### config.mk
export PLATFORM = sky130hd
export DESIGN_NAME = psoc_audio_sched
export DESIGN_NICKNAME = d
export VERILOG_FILES = /design/src/rtl/psoc_audio_pkg.sv /design/src/rtl/psoc_sync_fifo.sv /design/src/rtl/psoc_audio_sched.sv
export SDC_FILE = /design/constraint.sdc
export NUM_CORES = 1
export LEC_CHECK = 0
export ABC_CLOCK_PERIOD_IN_PS = 5000
export CAP_MARGIN = 20
export CORE_AREA = 3 3 274 276
export CTS_BUF_LIST = sky130_fd_sc_hd__clkbuf_8
export DETAILED_ROUTE_END_ITERATION = 12
export DIE_AREA = 0 0 277 279
export PLACE_DENSITY_LB_ADDON = 0.25
export SETUP_SLACK_MARGIN = 0.1
export SLEW_MARGIN = 20
export SYNTH_ARGS = -nofsm -noshare
export SYNTH_HDL_FRONTEND = slang
export SYNTH_SLANG_ARGS = --single-unit
### constraint.sdc
create_clock -name clk -period 5 [get_ports clk]
set_clock_uncertainty 0.1 [all_clocks]
set_input_delay 0.5 -clock clk [delete_from_list [all_inputs] [get_ports clk]]
set_output_delay 0.5 -clock clk [all_outputs]
set_load 0.05 [all_outputs]
### src/rtl/psoc_audio_pkg.sv
// Shared types and constants for the audio frame scheduler.
// Frames carry left in the low half, right in the high half.
package psoc_audio_pkg;

  localparam int FRAME_W = 48;
  localparam int CH_W    = 24;
  localparam int UCNT_W  = 16;

  typedef struct packed {
    logic [CH_W-1:0] right;
    logic [CH_W-1:0] left;
  } frame_t;

  localparam frame_t FRAME_ZERO = '0;

  function automatic frame_t to_frame(input logic [FRAME_W-1:0] raw);
    frame_t f;
    f.left  = raw[CH_W-1:0];
    f.right = raw[FRAME_W-1:CH_W];
    return f;
  endfunction

endpackage

### src/rtl/psoc_sync_fifo.sv
// Single-clock FIFO with flush; pointers wrap on a power-of-two depth.
// Push into a full FIFO or pop from an empty one is ignored.
module psoc_sync_fifo #(
  parameter int WIDTH = 48,
  parameter int DEPTH = 8
) (
  input  logic                       clk,
  input  logic                       rst_n,
  input  logic                       flush_i,
  input  logic                       push_i,
  input  logic [WIDTH-1:0]           push_data_i,
  input  logic                       pop_i,
  output logic [WIDTH-1:0]           head_o,
  output logic [$clog2(DEPTH):0]     level_o,
  output logic                       full_o,
  output logic                       empty_o
);

  localparam int AW = $clog2(DEPTH);
  localparam int LW = AW + 1;

  logic [WIDTH-1:0] mem_q [DEPTH];
  logic [AW-1:0]    wptr_q, wptr_d;
  logic [AW-1:0]    rptr_q, rptr_d;
  logic [LW-1:0]    level_q, level_d;
  logic             do_push, do_pop;

  assign full_o  = (level_q == LW'(DEPTH));
  assign empty_o = (level_q == '0);
  assign level_o = level_q;
  assign head_o  = mem_q[rptr_q];

  assign do_push = push_i & ~full_o & ~flush_i;
  assign do_pop  = pop_i & ~empty_o & ~flush_i;

  // Next-state pointers and occupancy; flush wins over everything.
  always_comb begin
    wptr_d  = wptr_q;
    rptr_d  = rptr_q;
    level_d = level_q;
    if (flush_i) begin
      wptr_d  = '0;
      rptr_d  = '0;
      level_d = '0;
    end else begin
      if (do_push) wptr_d = wptr_q + AW'(1);
      if (do_pop)  rptr_d = rptr_q + AW'(1);
      unique case ({do_push, do_pop})
        2'b10:   level_d = level_q + LW'(1);
        2'b01:   level_d = level_q - LW'(1);
        default: level_d = level_q;
      endcase
    end
  end

  // Pointer and level registers.
  always_ff @(posedge clk or negedge rst_n) begin
    if (!rst_n) begin
      wptr_q  <= '0;
      rptr_q  <= '0;
      level_q <= '0;
    end else begin
      wptr_q  <= wptr_d;
      rptr_q  <= rptr_d;
      level_q <= level_d;
    end
  end

  // Storage is not reset; contents are meaningless until written.
  always_ff @(posedge clk) begin
    if (do_push) mem_q[wptr_q] <= push_data_i;
  end

endmodule

### src/rtl/psoc_audio_sched.sv
// Round-robin two-source frame scheduler feeding the DAC.
// Handles underrun by mute or hold, counts underruns, flags low fill.
module psoc_audio_sched
  import psoc_audio_pkg::*;
#(
  parameter int DEPTH  = 8,
  parameter int LOW_WM = 2
) (
  input  logic                     clk,
  input  logic                     rst_n,
  input  logic                     en,
  input  logic                     hold_last,
  input  logic                     cnt_clr,
  input  logic [FRAME_W-1:0]       src0_data,
  input  logic                     src0_valid,
  output logic                     src0_ready,
  input  logic [FRAME_W-1:0]       src1_data,
  input  logic                     src1_valid,
  output logic                     src1_ready,
  output logic [FRAME_W-1:0]       dac_data,
  input  logic                     dac_ready,
  output logic [$clog2(DEPTH):0]   level,
  output logic [UCNT_W-1:0]        underrun_cnt,
  output logic                     irq_low
);

  localparam int LW = $clog2(DEPTH) + 1;

  logic              rr_q, rr_d;
  frame_t            dac_q, dac_d;
  logic [UCNT_W-1:0] ucnt_q, ucnt_d;

  logic              full, empty;
  logic              can_push, grant0, grant1;
  logic              push, pop, underrun;
  logic [FRAME_W-1:0] push_data;
  logic [FRAME_W-1:0] head;

  assign can_push = en & ~full;
  assign grant0   = src0_valid & (~src1_valid | ~rr_q);
  assign grant1   = src1_valid & (~src0_valid |  rr_q);

  assign src0_ready = can_push & grant0;
  assign src1_ready = can_push & grant1;
  assign push       = src0_ready | src1_ready;
  assign push_data  = src1_ready ? src1_data : src0_data;

  assign pop      = en & dac_ready & ~empty;
  assign underrun = en & dac_ready &  empty;

  psoc_sync_fifo #(
    .WIDTH (FRAME_W),
    .DEPTH (DEPTH)
  ) u_fifo (
    .clk         (clk),
    .rst_n       (rst_n),
    .flush_i     (~en),
    .push_i      (push),
    .push_data_i (push_data),
    .pop_i       (pop),
    .head_o      (head),
    .level_o     (level),
    .full_o      (full),
    .empty_o     (empty)
  );

  // Pointer moves away from whichever source just transferred.
  always_comb begin
    rr_d = rr_q;
    if (push) rr_d = src0_ready;
  end

  // DAC frame: flush to zero when disabled, update only on strobes.
  always_comb begin
    dac_d = dac_q;
    if (!en) begin
      dac_d = FRAME_ZERO;
    end else if (dac_ready) begin
      if (!empty)         dac_d = to_frame(head);
      else if (!hold_last) dac_d = FRAME_ZERO;
    end
  end

  // Saturating underrun counter; clear beats increment.
  always_comb begin
    ucnt_d = ucnt_q;
    if (cnt_clr) begin
      ucnt_d = '0;
    end else if (underrun && (ucnt_q != '1)) begin
      ucnt_d = ucnt_q + UCNT_W'(1);
    end
  end

  // State registers.
  always_ff @(posedge clk or negedge rst_n) begin
    if (!rst_n) begin
      rr_q   <= 1'b0;
      dac_q  <= FRAME_ZERO;
      ucnt_q <= '0;
    end else begin
      rr_q   <= rr_d;
      dac_q  <= dac_d;
      ucnt_q <= ucnt_d;
    end
  end

  assign dac_data     = dac_q;
  assign underrun_cnt = ucnt_q;
  assign irq_low      = en & (level <= LW'(LOW_WM));

endmodule

== After elaboration in Yosys (flattened, before gate mapping) ==
Memory sizes are Yosys's and may differ from the RTL's.
Index checks and enable logic that the tools add are counted.
Storage, ports and cells
  register bits after elaboration: 75
  RAM bits: 384
  memories: 1
  input bits: 104
Cells by class
  bitwise operators: 21
  add/sub/neg operators: 5
  equality and inequality tests: 9
  order comparisons: 1
  reductions and logical operators: 4
  multiplexer cells: 15
Memories
  u_fifo.mem_q: words 8, bits a word 48, rd ports 1, clocked after Yosys merged registers in 0, write ports 1, RTL line psoc_sync_fifo.sv:22  | logic [WIDTH-1:0] mem_q [DEPTH];
Operator list (count)
  $mux W48: 5
  $mux W16: 2
  $add A16 B1 Y16 const B: 1
  $ne A16 B16 Y1 const B: 1
  $and A1 B1 Y1: 13
  $mux W3: 4
  $pmux W4 S2: 1
  $add A3 B1 Y3 const B: 2
  $ne A2 B1 Y1 const B: 3
  $not A1 Y1: 5
  $add A4 B1 Y4 const B: 1
  $eq A4 B4 Y1 const B: 1
  $le A4 B2 Y1 const B: 1
  $logic_not A4 Y1: 1
  $mux W4: 1
  $sub A4 B1 Y4 const B: 1
  $ne A3 B1 Y1 const B: 1
  $ne A3 B3 Y1 const B: 1
  $or A1 B1 Y1: 3
  $eq A2 B1 Y1 const B: 1
  $eq A2 B2 Y1 const B: 1
  $mux W1: 2
  $reduce_and A2 Y1: 1
  $reduce_bool A2 Y1: 1
  $logic_and A1 B1 Y1: 1

== Depth between registers and ports, before layout ==
  depth in word-level cells: 10
  depth in mapped cells: 11

== By module ==
From an unflattened synthesis, not the netlist that was laid out.
Second synthesis, totals
  cell total of the unflattened synthesis: 903
  area total of the unflattened synthesis: 18335.1 um^2
By module, submodules not included
  psoc_sync_fifo: times used 1, seq. area each 11781.3 um^2, area each 15094.5 um^2, cells an instance 632
  psoc_audio_sched: times used 1, seq. area each 1626.6 um^2, area each 3240.6 um^2, cells an instance 271

== Worst setup path after synthesis ==
OpenSTA, ideal clock, no wires.
  kind: register to register
  from: reg u_fifo.level_q[0], in the netlist u_fifo.level_o[0]
  to: mem u_fifo.mem_q[1][0] (enable)
  required time: 4.387 ns
  data arrival time: 4.698 ns
  stages on the path, launching flop included: 5
  library setup time: 0.513 ns
  slack: -0.311 ns
  path buffers: 0
  path through: dfrtp_1 > nor4b_1 > nor2_1 > nand2_1 > nor3_1
Between the ends
  word-level cells in the longest chain between the ends: 9
  elaborated cells on any way between the ends: 10
  classes of those cells: 1 x eq/ne; 2 x mux; 7 x bitwise
Ends and longest elaborated chain
  start, declared: RTL line psoc_sync_fifo.sv:25  | logic [LW-1:0] level_q, level_d;
  start signal, assigned: RTL line psoc_sync_fifo.sv:65  | level_q <= level_d;
  $eq A4 B4 Y1 *: RTL line psoc_sync_fifo.sv:28  | assign full_o = (level_q == LW'(DEPTH));
  $not A1 Y1 *: RTL line psoc_sync_fifo.sv:33, psoc_audio_sched.sv:39
  $and A1 B1 Y1: RTL line psoc_audio_sched.sv:39  | assign can_push = en & ~full;
  $and A1 B1 Y1, on equally long branches: RTL line psoc_audio_sched.sv:43, psoc_audio_sched.sv:44
  $or A1 B1 Y1: RTL line psoc_audio_sched.sv:45  | assign push = src0_ready | src1_ready;
  $and A1 B1 Y1 * (2 in series): RTL line psoc_sync_fifo.sv:33  | assign do_push = push_i & ~full_o & ~flush_i;
  $mux W1 *: RTL line psoc_sync_fifo.sv:71  | if (do_push) mem_q[wptr_q] <= push_data_i;
  $mux W1 (implied by the code) *: RTL line psoc_sync_fifo.sv:71
  end, declared: RTL line psoc_sync_fifo.sv:22
Mark *: on every way between the ends. The rest lies on a longest branch, timed or not.

== Worst setup path after layout ==
  from: reg u_fifo.level_q[1], in the netlist u_fifo.level_o[1]
  to: out src1_ready
Between the ends
  word-level cells in the longest chain between the ends: 4
Ends and longest elaborated chain
  $eq A4 B4 Y1: RTL line psoc_sync_fifo.sv:28
  $not A1 Y1: RTL line psoc_audio_sched.sv:39
  $and A1 B1 Y1: RTL line psoc_audio_sched.sv:39
  $and A1 B1 Y1: RTL line psoc_audio_sched.sv:44  | assign src1_ready = can_push & grant1;
  end, declared: RTL line psoc_audio_sched.sv:19  | output logic src1_ready,
No other way between the ends.

==> impl_metrics.csv <==
group,metric,value,unit
clock_tree,cts_hold_buf,1,
setup_path,crit_type,"reg2out",
sta,maxSlewHeadroom,40.38,%
placed_design,placed_cell_area,21220,um2
power,clockPowerShare,32.5,%
sta,report.final.setup_viol,0,
sta,hold_ws,323.1,ps
synth,synth_seq_area_share,73.87,%
sta,hold_viol,0,
setup_path,cp_top_family,"simple AND/OR/NAND/NOR gates",
setup_path,endpoint_kind,"output port",
synth,synth_top_area_share,63.53,%
setup_path,cp-start-kind,"flip-flop",
power,internal_power,0.007666,W
die,start_util,24.92,%
detailed_routing,avgRoutedWirePerCell,20.90,um
grt,grt_pass1_wl,68930,um
setup_path,ff2ff_setup_slack,1610,ps
sta,setup-tns-final,0,ps
setup_path,crit_chain,"nor4b_1 -> nor2b_1 -> and2_1 -> o21ai_4 -> inv_1 -> clkdlybuf4s50_1",
run,maxCapViolCount,0,
setup_path,rr_startpoint,"u_fifo.level_o[1]$_DFFE_PN0P_",
final_layout,post-route-util,31.49,%
grt,grtUsageTotal,11.98,%
clock_tree,tritoncts,"yes",
grt,grt_pass1_vias,10360,
detailed_routing,first_pass_iters,4,
clock_tree,cts.sinks,459,
setup_path,crit_fanout,18,
clock_tree,ctsResizeCount,0,
detailed_routing,antenna_left,0,
die,die_area,77280,um2
die,num_rows,99,
power,swShare,30.12,%
clock_tree,clk_latency,670,ps
die,ios,175,
synth,syn_area_per_cell,19.13,um2
detailed_routing,wl,46200,um
sta,drv_slew,0,
synth,ys_types,45,
placed_design,place_congestion,0.7469,
synth,synth_common_cells,"384 x edfxtp_1, 96 x mux4_2, 75 x dfrtp_1",
placed_design,portBuffers,174,
setup_path,crit_path_start,"u_fifo.level_o[1]$_DFFE_PN0P_",
sta,rsz0062_at_grt,"false",
power,p_switching,0.003304,W
synth,synthCells,949,
synth,yosys_warnings,0,
final_layout,layout.nets,1290,
placed_design,dp_hpwl,27230,um
clock_tree,path_clk_slew,70,ps
sta,fin_crit_sh,78.84,%
run_status,status,"finished, final reports clean",
detailed_routing,post_drt_via_cell_ratio,4.278,
power,peakVddDrop,0.0002744,V
sta,worst_pin_slew,894.3,ps
die,core,72830,um2
final_layout,stdcell_area,22940,um2
final_layout,final_cells,2210,
synth,synthFlopType,"edfxtp_1",
final_layout,drive_gt1_share,23.80,%
die,die_h,279,um
setup_path,crit_path_max_incr_delay,750,ps
clock_tree,root_buffer,"clkbuf_8",
synth,synth_area_leader_cell,"edfxtp_1",
synth,ys_top_cells_by_area,"edfxtp_1 64%, mux4_2 12%, dfrtp_1 10%",
synth,synth_edf_count,384,
power,seqPwrFrac,44.5,%
sta,min_period,3942,ps
synth,synthArstFlopShare,16.34,%
grt,antenna_found_initial,3,
setup_path,worstPathArrival,3340,ps
power,cellPowerDensity,478.3,nW/um2
die,die_w,277,um
clock_tree,clk_path_buf_depth,3,
power,p_comb_share,23.0,%
hold_path,hp-class,"in2async",
setup_path,crit_slowest_cell,"clkdlybuf4s50_1",
setup_path,critPathBufInv,2,
synth,synth-seq-cells,459,
grt,grt_overflow_total,0,
sta,max_freq,0.2537,GHz
clock_tree,cts_setup_buffers,0,
clock_tree,cts_max_level,3,
clock_tree,cts_buffers,81,
synth,synth_most_common_cell,"edfxtp_1",
synth,syn_area,18150,um2
detailed_routing,drt-initial-drc-count,624,
setup_path,crit_required,4400,ps
final_layout,area_delta_synth_final,26.37,%
detailed_routing,remaining_drc_errors,0,
power,p_leak,7.448,nW
synth,syn-num-nets,1059,
placed_design,dp_cells,2054,
grt,grt_max_degree,65,
detailed_routing,num_vias,9454,
## layout make-up
type,instances,area [um2]
Clock buffer,87,1197
Antenna cell,3,7.507
Fill cell,7120,49900
Clock inverter,64,476.7
Sequential cell,459,13420
Multi-Input combinational cell,436,4608
Tap cell,959,1200
Inverter,5,18.77
Timing Repair Buffer,197,2009
## metal layers
| metal | vias up | GRT usage, % | wire length, um |
|---|---|---|---|
| met2 | 219 | 20.04 | 22760 |
| met5 | - | 0 | 0 |
| met4 | 0 | 3.920 | 901 |
| li1 | 4282 | - | - |
| met3 | 71 | 2.801 | 2236 |
| met1 | 4882 | 15.37 | 20300 |
## worst reg2reg max path, cell delays in order (launching register included)
cell and delay (ps):
dfrtp_1 490, nor4b_1 700, nor2b_1 140, and2_1 230
o21ai_4 270, buf_4 670, mux2_2 500
## final timing paths
kind	endpoint	depth (start not counted)
setup / recovery	src1_ready	6
hold / removal	underrun_cnt[13]$_DFFE_PN0P_	2
setup reg to reg	u_fifo.mem_q[4][26]$_DFFE_PP_	6
hold reg to reg	dac_data[13]$_DFFE_PN0P_	2
max in group asynchronous	dac_data[18]$_DFFE_PN0P_	3
min in group clk	dac_data[13]$_DFFE_PN0P_	2
## stage by stage
step | worst slack, ps | total power [W]
6_report | 1058 | 0.01097
5_1_grt | 661.9 | 0.01157
4_1_cts | 907.6 | 0.01121
3_5_place_dp | 1258 | 0.007560
3_3_place_gp | 1288 | 0.007526
2_1_floorplan | 973.6 | 0.006558
## cell families after synthesis
logic type / after synthesis / share of synthesized area (%)
DFF: 459 / 73.87
xor gates and xnor gates: 12 / 0.5790
AOI/OAI and AO/OA: 86 / 2.702
and+or+nand+nor: 138 / 3.440
buffers and inverters: 54 / 1.310
adders and majority gates: 6 / 0.4550
muxes: 194 / 17.65
## sequential cells by signal, summed over array words and instances (netlist names)
signal          count
dac_data           48
u_fifo.mem_q      384
u_fifo.level_o      4
underrun_cnt       16
u_fifo.wptr_q       3
rr_q                1
u_fifo.rptr_q       3
## power by group through the flow
stage / Sequential [W] / Clock [W] / Combinational, W
after global placement: 0.00499 / 0 / 0.00253
after floorplan: 0.00524 / 0 / 0.00132
after CTS: 0.00494 / 0.00372 / 0.00256
after detailed placement: 0.00501 / 0 / 0.00255
final: 0.00488 / 0.00357 / 0.00252
after global routing: 0.00493 / 0.00391 / 0.00273
## cells in the final DEF (no fill, tap or decap), drive strengths merged, types with 2 or more instances in the layout
cell           instances
a2111oi                3
a211oi                 2
a21boi                 2
a21oi                 10
a311oi                 2
a31o                   4
a31oi                  3
a41o                   2
and2                   2
and4                   2
buf                   23
bufinv                 7
clkbuf                87
clkdlybuf4s50        173
clkinv                22
dfrtp                 75
diode                  3
edfxtp               384
ha                     5
inv                   40
mux2                  48
mux2i                 50
mux4                  96
nand2                 73
nand2b                 3
nand3                 11
nor2                  26
nor2b                  4
nor3                   7
nor4                   2
o21ai                 57
or4                    2
xnor2                 10
xor2                   2
No activity file was read; power rests on OpenSTA's default activity.
